==> config.mk <==
export PLATFORM = sky130hd
export DESIGN_NAME = count_ctrl
export DESIGN_NICKNAME = d
export VERILOG_FILES = /design/src/rtl/count_ctrl.sv
export SDC_FILE = /design/constraint.sdc
export NUM_CORES = 1
export LEC_CHECK = 0
export BUFFER_PORTS_ARGS = -buffer_cell sky130_fd_sc_hd__buf_2
export CAP_MARGIN = 20
export CORE_MARGIN = 4
export CORE_UTILIZATION = 60
export CTS_BUF_LIST = sky130_fd_sc_hd__clkbuf_4 sky130_fd_sc_hd__clkbuf_8
export DETAILED_ROUTE_END_ITERATION = 8
export MAX_ROUTING_LAYER = met4
export PLACE_DENSITY = 0.78
export SETUP_SLACK_MARGIN = 0.3
export SLEW_MARGIN = 20
export SYNTH_ARGS = -nofsm -noshare
export SYNTH_HDL_FRONTEND = slang
export SYNTH_SLANG_ARGS = --single-unit
==> constraint.sdc <==
create_clock -name clk -period 3 [get_ports clk]
set_input_delay 0.45 -clock clk [delete_from_list [all_inputs] [get_ports clk]]
set_output_delay 0.45 -clock clk [all_outputs]
set_load 0.1 [all_outputs]
==> src/rtl/count_ctrl.sv <==
// count_ctrl: debounced start/pause, direction and clear buttons that drive a
// prescaled one-cycle count-enable pulse for an external up/down counter.
module count_ctrl #(
  parameter int CLK_DIV         = 50_000_000,
  parameter int DEBOUNCE_CYCLES = 500_000,
  parameter int AUTO_STOP       = 0
) (
  input  logic       clk,
  input  logic       reset,
  input  logic       btn_start_n,
  input  logic       btn_dir_n,
  input  logic       btn_clear_n,
  input  logic       tc_up,
  input  logic       tc_down,
  output logic       enable,
  output logic       up_down,
  output logic       clear_n,
  output logic [1:0] state
);

  localparam int DIV_W = $clog2(CLK_DIV);
  localparam int DB_W  = $clog2(DEBOUNCE_CYCLES + 1);

  localparam logic [1:0] S_IDLE  = 2'b00;
  localparam logic [1:0] S_RUN   = 2'b01;
  localparam logic [1:0] S_PAUSE = 2'b10;
  localparam logic [1:0] S_DONE  = 2'b11;

  localparam logic [DIV_W-1:0] DIV_LAST = DIV_W'(CLK_DIV - 1);
  localparam logic [DB_W-1:0]  DB_LAST  = DB_W'(DEBOUNCE_CYCLES - 1);

  // Button bit order throughout: {clear, dir, start}
  logic [2:0]            btn_raw_s;
  logic [2:0]            sync1_q, sync2_q;
  logic [2:0]            db_lvl_q, db_lvl_d;
  logic [2:0][DB_W-1:0]  db_cnt_q, db_cnt_d;
  logic [2:0]            press_s;

  logic [1:0]            state_q, state_d;
  logic [DIV_W-1:0]      div_cnt_q, div_cnt_d;
  logic                  enable_q, enable_d;
  logic                  up_down_q, up_down_d;
  logic                  clear_n_q, clear_n_d;
  logic                  tick_s, stop_s;

  assign btn_raw_s = {btn_clear_n, btn_dir_n, btn_start_n};

  always_comb begin
    db_lvl_d = db_lvl_q;
    db_cnt_d = db_cnt_q;
    press_s  = 3'b000;
    for (int i = 0; i < 3; i++) begin
      if (sync2_q[i] == db_lvl_q[i]) begin
        db_cnt_d[i] = '0;
      end else if (db_cnt_q[i] == DB_LAST) begin
        // Level accepted on the Nth consecutive disagreeing cycle.
        db_cnt_d[i] = '0;
        db_lvl_d[i] = sync2_q[i];
        press_s[i]  = ~sync2_q[i];
      end else begin
        db_cnt_d[i] = db_cnt_q[i] + DB_W'(1);
      end
    end
  end

  always_comb begin
    state_d   = state_q;
    div_cnt_d = div_cnt_q;
    clear_n_d = 1'b1;
    up_down_d = up_down_q ^ press_s[1];
    tick_s    = (state_q == S_RUN) && (div_cnt_q == DIV_LAST);
    stop_s    = (AUTO_STOP != 0) && tick_s && (up_down_q ? tc_up : tc_down);
    enable_d  = tick_s & ~stop_s;
    case (state_q)
      S_RUN:   div_cnt_d = tick_s ? '0 : div_cnt_q + DIV_W'(1);
      S_PAUSE: div_cnt_d = div_cnt_q;
      default: div_cnt_d = '0;
    endcase
    // Clear wins over start; start wins over the terminal-count stop.
    if (press_s[2]) begin
      state_d   = S_IDLE;
      div_cnt_d = '0;
      clear_n_d = 1'b0;
    end else if (press_s[0]) begin
      case (state_q)
        S_IDLE:  state_d = S_RUN;
        S_RUN:   state_d = S_PAUSE;
        S_PAUSE: state_d = S_RUN;
        S_DONE:  state_d = S_RUN;
        default: state_d = S_IDLE;
      endcase
    end else if (stop_s) begin
      state_d = S_DONE;
    end else begin
      state_d = state_q;
    end
  end

  always_ff @(posedge clk or negedge reset) begin
    if (!reset) begin
      sync1_q   <= 3'b111;
      sync2_q   <= 3'b111;
      db_lvl_q  <= 3'b111;
      db_cnt_q  <= '0;
      state_q   <= S_IDLE;
      div_cnt_q <= '0;
      enable_q  <= 1'b0;
      up_down_q <= 1'b1;
      clear_n_q <= 1'b1;
    end else begin
      sync1_q   <= btn_raw_s;
      sync2_q   <= sync1_q;
      db_lvl_q  <= db_lvl_d;
      db_cnt_q  <= db_cnt_d;
      state_q   <= state_d;
      div_cnt_q <= div_cnt_d;
      enable_q  <= enable_d;
      up_down_q <= up_down_d;
      clear_n_q <= clear_n_d;
    end
  end

  assign enable  = enable_q;
  assign up_down = up_down_q;
  assign clear_n = clear_n_q;
  assign state   = state_q;

endmodule

## Word level (Yosys, flattened, before mapping)

Index checks and enable logic that the tools add are counted.

| operators by class | value |
|---|---|
| divide/modulo/power cells | 0 |
| $mul | 0 |
| magnitude comparators | 0 |
| reduce and logical (&&, ||, !) cells | 7 |
| multiplexer cells | 19 |
| bitwise logic cells | 7 |
| equal/unequal tests | 11 |
| $add $sub $neg | 4 |
| shift operators | 0 |

Operator list:

| cell | count |
|---|---|
| 19-bit 2-to-1 mux | 6 |
| 19-bit by 1-bit adder with 19-bit output (second input constant) | 3 |
| 19-bit == test (second input constant) | 3 |
| 26-bit 2-to-1 mux | 2 |
| 26-bit one-hot mux with 2 select lines | 1 |
| 26-bit by 1-bit adder with 26-bit output (second input constant) | 1 |
| 26-bit == test (second input constant) | 1 |
| 1-bit 2-to-1 mux | 7 |
| 1-bit inverter | 6 |
| 2-bit AND reduction | 3 |
| 2-bit == test (second input constant) | 2 |
| 2-bit 2-to-1 mux | 2 |
| 2-bit one-hot mux with 2 select lines | 1 |
| 1-bit == test | 3 |
| 3-bit OR reduction | 1 |
| 2-bit by 1-bit == test with 1-bit output (second input constant) | 1 |
| 2-bit zero test | 1 |
| 2-bit inequality test (second input constant) | 1 |
| 2-bit nonzero test | 1 |
| 1-bit logical AND | 1 |
| 1-bit bitwise XOR | 1 |

| storage, ports and cells | value |
|---|---|
| memory bits (read-only) | 0 |
| latch bits | 0 |
| bits in writable memories | 0 |
| output and inout bits | 5 |
| input bits | 7 |
| memories kept | 0 |
| register bits after elaboration | 97 |

## Depth between registers and ports, before layout

Gate-level depths: netlist of the first run.

| logic depth | value |
|---|---|
| word-level depth | 5 |
| gate-level depth with buffers | 8 |

## Worst setup path after synthesis of the first run

No wires, ideal clock.

| path | value |
|---|---|
| kind | reg-to-reg |
| start | register state_q[0], in the netlist state[0] |
| end | register div_cnt_q[14] |
| data arrival time | 2.293 ns |
| required time | 2.874 ns |
| path buffers | 1 |
| library setup time | 0.126 ns |
| clock period less this slack | 2.419 ns |
| stages on the path, launching flop included | 7 |
| path slack | 0.581 ns |
| cells stage by stage | dfrtp_1 -> nand2b_1 -> nor4_2 -> a41o_1 -> buf_4 -> nor2_2 -> a221o_1 |

| between the ends | value |
|---|---|
| longest elaborated chain between the ends | 5 |

Ends and longest elaborated chain:

| what | RTL line | source |
|---|---|---|
| from (decl) | 39 | `logic [1:0] state_q, state_d;` |
| from (signal assigned) | 115 | `state_q <= state_d;` |
| 2-bit by 1-bit == test with 1-bit output | 71, 74 |  |
| 1-bit logical AND | 71 | `tick_s = (state_q == S_RUN) && (div_cnt_q == DIV_LAST);` |
| 26-bit 2-to-1 mux | 75 | `S_RUN: div_cnt_d = tick_s ? '0 : div_cnt_q + DIV_W'(1);` |
| 26-bit one-hot mux with 2 select lines | 74 | `case (state_q)` |
| 26-bit 2-to-1 mux | 80 | `if (press_s[2]) begin` |
| to (signal assigned) | 116 | `div_cnt_q <= div_cnt_d;` |
| to (decl) | 40 | `logic [DIV_W-1:0] div_cnt_q, div_cnt_d;` |

Several ways; a longest one is shown, not always the timed one.
A chain may end at the register's enable or synchronous reset.

## Final worst setup path of the first run

| path | value |
|---|---|
| start | register div_cnt_q[0] |
| end | register div_cnt_q[17] |

| between the ends | value |
|---|---|
| longest elaborated chain between the ends | 5 |

Ends and longest elaborated chain:

| what | RTL line |
|---|---|
| parallel branches: the longest is 2 deep, another holds 26-bit by 1-bit adder with 26-bit output | - |
| 26-bit 2-to-1 mux * | 75 |
| 26-bit one-hot mux with 2 select lines * | 74 |
| 26-bit 2-to-1 mux * | 80 |

Every way passes the cells marked *.

==> results of run 1 <==
[final cells by class]
cell class                 count  area, µm²
sequential                    97       2440
clock inverter                 5       61.3
inverter                      21       78.8
fill                         611       2550
clock buffer                  11        151
multi-input combinational    375       2330
timing repair buffer          15        105
tap                          102        128
[path summary, 6_finish.rpt]
kind / startpoint / to / slack (ps)
min reg2reg: sync1_q[0] / sync2_q[0] / 360
min: reset / db_cnt_q[33] / 80
min in group clk: btn_clear_n / sync1_q[2] / 180
max reg2reg: div_cnt_q[0] / div_cnt_q[17] / 530
max in group asynchronous: reset / sync1_q[2] / 2190
max: div_cnt_q[0] / div_cnt_q[17] / 530
[placed cells by master, fill, tap and decap left out, types with 6 or more instances in the layout]
cell type	netlist	final
and3_1	8	8
and4_1	10	10
a31oi_1	13	13
inv_1	20	20
nor3_1	9	9
dfstp_2	11	11
clkbuf_8	0	11
buf_2	8	8
nor2_1	83	83
o21ai_0	14	14
nor4_1	11	11
buf_4	2	6
nand4_1	19	19
xnor2_1	29	29
nand2_1	38	38
dfrtp_1	86	86
nand3_1	34	34
xor2_1	24	24
or4_1	9	9
[flip-flops by register name (all words and copies together), names as in the netlist]
name / cells
clear_n: 1
sync2_q: 3
enable: 1
state: 2
sync1_q: 3
div_cnt_q: 26
up_down: 1
db_cnt_q: 57
db_lvl_q: 3
[logic make-up (layout without fill, tap and decap cells)]
group | after synthesis | count (layout)
flops | 97 | 97
fa+ha+maj | 5 | 5
xor+xnor | 53 | 53
simple gates | 254 | 254
compound gates | 59 | 59
mux | 4 | 4
buf+inv | 36 | 52
[cells in the mapped netlist (all sizes together), types with 4 or more instances]
master,n,area [µm²]
and4,10,87.6
or4,9,67.6
or3,5,31.3
clkbuf,4,15.0
nor3,11,71.3
o21ai,16,80.1
dfstp,11,289
and3,8,50.1
dfrtp,86,2150
buf,11,66.3
nand3,35,180
a21o,4,30.0
a21oi,5,25.0
ha,5,62.6
nor2,84,318
xnor2,29,254
nand4,20,131
nand2,38,143
xor2,24,210
inv,21,78.8
a31o,6,52.6
a31oi,13,81.3
nor4,14,115
[power groups by stage]
| stage | combinational [W] | clock (W) | sequential [W] |
|---|---|---|---|
| 2_1_floorplan | 0.0000291 | 0 | 0.00136 |
| 6_report | 0.0000658 | 0.000897 | 0.00134 |
| 4_1_cts | 0.0000687 | 0.000928 | 0.00134 |
| 5_1_grt | 0.0000775 | 0.000981 | 0.00134 |
| 3_3_place_gp | 0.0000660 | 0 | 0.00136 |
| 3_5_place_dp | 0.0000683 | 0 | 0.00136 |
[per-layer routing]
| layer | up-vias | track usage | share of wire |
|---|---|---|---|
| met5 | - | - | 0 |
| met4 | 0 | 0.0735 | 0.016 |
| met3 | 16 | 0.0446 | 0.045 |
| met2 | 91 | 0.343 | 0.50 |
| met1 | 1788 | 0.280 | 0.44 |
| li1 | 1824 | - | - |
[through the flow]
step | cell area [µm²] | hold WS, ps
CTS | 5300 | 87.9
global placement | 5080 | 348
global route | 5300 | 110
detailed placement | 5080 | 348
finish | 5300 | 80.4
floorplan | 4930 | 154
==> summary.txt, run 1 <==
Clocking
  • Post-CTS setup buffer count: 0
  • Clock sinks: 97
  • Clock buffer depth: 2
  • Depth of the CTS H-tree: 3
  • Cts bufs inserted: 9
  • Hold buffers post-CTS: 0
  • Post-cts sizing count: 0
  • TritonCTS clock tree: yes
  • Worst-Skew Late Latency: 370 ps
  • Reg clk slew, reported paths: 100 ps
  • Root buffer cell: clkbuf_8

Worst setup path
  • Crit. End Element: register
  • Delay-heaviest family, CP: compound AO/OA/AOI/OAI gates
  • Max stage delay on crit path: 450 ps
  • Worst-path fanout max: 14
  • R2R depth: 7
  • Critical path depth: 7
  • Critical path class: reg2reg
  • Startpoint Class: register
  • CP required: 3270 ps
  • Slowest CP cell: dfrtp_1
  • Cells along the critical path: ha_1 > nand3_1 > nor4_4 > a41oi_2 > buf_4 > a31o_1 > a21o_1
  • Critical path arrival: approximately 2700 ps
  • WP buf/inv: 1

Finish
  • Share of post-route cells with drive strength above 1: 0.109
  • Area delta synth->final: 7.38%
  • Nets: 531
  • Fin cells: about 630
  • Antenna diode instance count: 0
  • Final Util: 0.675

Pwr
  • NetSw: 0.000521 W
  • Internal Pwr Total: approximately 0.0018 W
  • Share of power burned in registers: 0.581
  • PwrDens: about 430 mW/mm²
  • Overall Power: between 0.002 and 0.0025 W
  • Clock share of power: 0.390
  • Net switching fraction of the power: 0.226
  • Pleak: about 2.2 nW
  • Comb pwr share: 0.029
  • Worst vdd ir: between 0.2 and 0.3 mV

STA
  • Max-slew headroom: 0.458
  • Worst slew pin tran: 813 ps
  • Minimum clock period: 2470 ps
  • RSZ-0062 raised after global routing: false
  • Final hold vios: 0
  • Final Skew: 11.3 ps
  • Fin crit share: 0.822
  • Final setup margin: ~530 ps
  • Pins Over Slew Limit: 0
  • Setup tns final: 0 ps
  • Max Clk Rate: 406 MHz
  • Setup violators final: 0

Place
  • GP Congestion: 0.886
  • Port Buffer Count: 9
  • DP Wirelength: 6460 µm
  • Placed insts: 610
  • Setup WS pre-CTS: about 570 ps

Yosys
  • Synthesized flop and latch total: between 90 and 100
  • Post-Synthesis Cell Area: roughly 0.0049 mm²
  • Top FF cell, synth: dfrtp_1
  • Xor-xnor portion of the synthesized cell area: 0.0941
  • Netlist cell types: a little under 60
  • Net Count, Synth: 520
  • Cells after Synth: between 500 and 600
  • Compound-gate portion of the synthesized area: 0.0812
  • Largest family of logic cells by synthesized area: simple AND/OR/NAND/NOR gates
  • Post-synthesis sequential area ratio: 0.495
  • Post-synth EDFFs: 0
  • Simple-Gate Fraction of Synth Area: 0.276
  • Mean post-synth cell area: 9.71 µm²
  • Multiplexer area fraction after synthesis: 0.00888
  • Asr flop ratio synth: 1.00
  • Adder-Cell Fraction of Synth Area: 0.0127
  • Syn. warnings: 0

Global route
  • First-pass GRT wire length: 17000 µm
  • Aggregate global routing overflow: 0
  • Initial antenna violation count: 0
  • Vias in the first global route: 3677
  • Gr usage total: 0.217
  • Pin count of the biggest net entering global routing: 53

Routing
  • Routed wire length per instance: 15.3 µm
  • Post-Route WL: about 9600 µm
  • Post-detailed-route count of antenna-violating nets: 0
  • DR vias: roughly 3700
  • Remaining DRCs: 0
  • Vias per Instance: 5.94
  • Iter 0 DRT Violations: 166
  • First-pass DRT Iterations: 5

Job
  • Max_cap viols: 0

Floorplan
  • Initial Util: 0.628
  • Core region area: 0.00785 mm²
  • Die Area: 0.00973 mm²
  • Die Y-Extent: 98.7 µm
  • Rows: 32
  • Die outline width: 98.7 µm
  • Ports: 12

Worst hold path
  • Hold WC Path Type: in2async

Outcome
  • Outcome: completed
(Power assumes the default switching activity.)
==> run 2, diff against run 1 <==
- clock period: 3 -> 2.6 ns (I/O delays scaled with it)
==> summary.txt, run 2 (synthesis results as in run 1) <==
Pwr
  • NetSw: 0.000638 W
  • Internal Pwr Total: 0.00202 W
  • Comb pwr share: 0.029
  • Net switching fraction of the power: 0.240
  • Pleak: about 2.2 nW
  • Share of power burned in registers: 0.581
  • Worst vdd ir: 0.432 mV
  • PwrDens: roughly 500 mW/mm²
  • Clock share of power: 0.390

Routing
  • Vias per Instance: approximately 6.0
  • Post-detailed-route count of antenna-violating nets: 0
  • First-pass DRT Iterations: 5
  • Remaining DRCs: 0
  • Routed wire length per instance: 14.6 µm
  • Iter 0 DRT Violations: 173
  • DR vias: 3757
  • Post-Route WL: ~9200 µm

STA
  • Setup violators final: 0
  • Setup tns final: 0 ps
  • Final hold vios: 0
  • Final Skew: 13.2 ps
  • Max Clk Rate: 465 MHz
  • Worst hold slack: roughly 110 ps
  • Minimum clock period: 2150 ps
  • Pins Over Slew Limit: 0
  • Max-slew headroom: 0.540
  • Worst slew pin tran: 683 ps
  • Fin crit share: 0.827
  • RSZ-0062 raised after global routing: false

Place
  • GP Congestion: 0.870
  • DP Wirelength: 6190 µm
  • Port Buffer Count: 9
  • Placed insts: 614

Worst setup path
  • CP required: roughly 2900 ps
  • Cells along the critical path: ha_1 > and4_1 > nand2_1 > o31a_2 > a31o_2 > a22o_1
  • Slowest CP cell: o31a_2
  • R2r setup slk: 450 ps
  • Worst-path fanout max: 19
  • R2R depth: 6
  • Startpoint Class: register
  • Critical path class: reg2reg
  • CP startpoint: db_cnt_q[38]
  • Max stage delay on crit path: approximately 540 ps
  • Critical path arrival: 2410 ps
  • RR Startpoint: db_cnt_q[38]
  • Crit. End Element: register
  • Reg2reg end: div_cnt_q[3]

Floorplan
  • Die Area: 0.00973 mm²
  • Die outline width: 98.7 µm
  • Rows: 32
  • Core region area: 0.00785 mm²
  • Initial Util: 0.628
  • Die Y-Extent: 98.7 µm
  • Ports: 12

Clocking
  • Depth of the CTS H-tree: 3
  • Worst-Skew Late Latency: 370 ps
  • Clock sinks: 97
  • Cts bufs inserted: 9
  • Clock buffer depth: 2
  • Reg clk slew, reported paths: 100 ps
  • Root buffer cell: clkbuf_8
  • TritonCTS clock tree: yes
  • Post-CTS setup buffer count: 0

Global route
  • Vias in the first global route: 3645
  • Initial antenna violation count: 0
  • Aggregate global routing overflow: 0
  • First-pass GRT wire length: about 17000 µm
  • Gr usage total: 0.214
  • Pin count of the biggest net entering global routing: 46

Finish
  • Area occupied by multi-input gates: 0.00234 mm²
  • Most frequent cells in the layout: dfrtp_1, nor2_1, nand2_1
  • Max FFs per register: 57
  • Nets: 536
  • Share of post-route cells with drive strength above 1: 0.123
  • Antenna diode instance count: 0
  • Top Registers: db_cnt_q x57, div_cnt_q x26
  • Most common cell after layout, fill and taps aside: dfrtp_1
  • Fin cells: 631
  • Area delta synth->final: 8.37%
  • Final Util: 0.681
  • Largest Register: db_cnt_q
  • FILL cells: ~630
  • Storage cell area: 0.00244 mm²

Worst hold path
  • Hold Crit Start: btn_start_n
  • Hold path depth: 1
  • Hold path endpoint: sync1_q[0]
  • Hold WC Path Type: in2reg

Outcome
  • Outcome: completed

Job
  • Max_cap viols: 0
[run 2: per-stage QoR]
| step | cell area [µm²] | power [W] | worst slack, ps |
|---|---|---|---|
| detailed placement | 5110 | 0.00165 | 360 |
| finish | 5340 | 0.00265 | 449 |
| global placement | 5110 | 0.00165 | 402 |
| global route | 5340 | 0.00276 | 306 |
| CTS | 5340 | 0.00268 | 350 |
| floorplan | 4930 | 0.00160 | 501 |
[run 2: area by class of cell]
type | instances | area share
flip-flops and latches | 97 | 0.457
multi-input cells | 375 | 0.437
repair buffers | 20 | 0.0272
well taps | 102 | 0.0239
clock buffers | 9 | 0.0232
clock inverters | 7 | 0.0164
inverters | 21 | 0.0148
[run 2: power by group through the flow]
stage          Combinational, W  Sequential [W]  Clock, W
2_1_floorplan         0.0000336         0.00157         0
3_3_place_gp          0.0000780         0.00157         0
3_5_place_dp          0.0000791         0.00157         0
4_1_cts               0.0000804         0.00154   0.00106
5_1_grt               0.0000922         0.00155   0.00112
6_report              0.0000770         0.00154   0.00103
[run 2: how the worst max path moves through the flow]
stage | slack, ps | endpoint
4_1_cts | 350 | div_cnt_q[8]
3_5_place_dp | 360 | div_cnt_q[8]
2_1_floorplan | 500 | div_cnt_q[14]
3_3_place_gp | 400 | div_cnt_q[8]
6_report | 450 | div_cnt_q[3]
5_1_grt | 310 | div_cnt_q[23]
[run 2: critical path, delay by kind of cell, from the launching register on]
kind	cells	cell delay (ps)
AOI/OAI and AO/OA	3	990
adders and majority gates	1	210
DFF	1	400
and+or+nand+nor	2	440
[run 2: repair_timing]
| item | in CTS | in global routing |
|---|---|---|
| setup endpoints to repair | 0 | 15 |
| hold buffers | 1 | 0 |
| resized for setup | 0 | 2 |
| endpoints found under the hold margin | 25 | 0 |
[run 2: metal layers]
metal / vias to the layer above / track usage / routed length, µm
li1: 1846 / - / -
met5: - / - / 0
met1: 1808 / 0.279 / 4330
met2: 91 / 0.333 / 4320
met3: 12 / 0.0488 / 471
met4: 0 / 0.0693 / 123
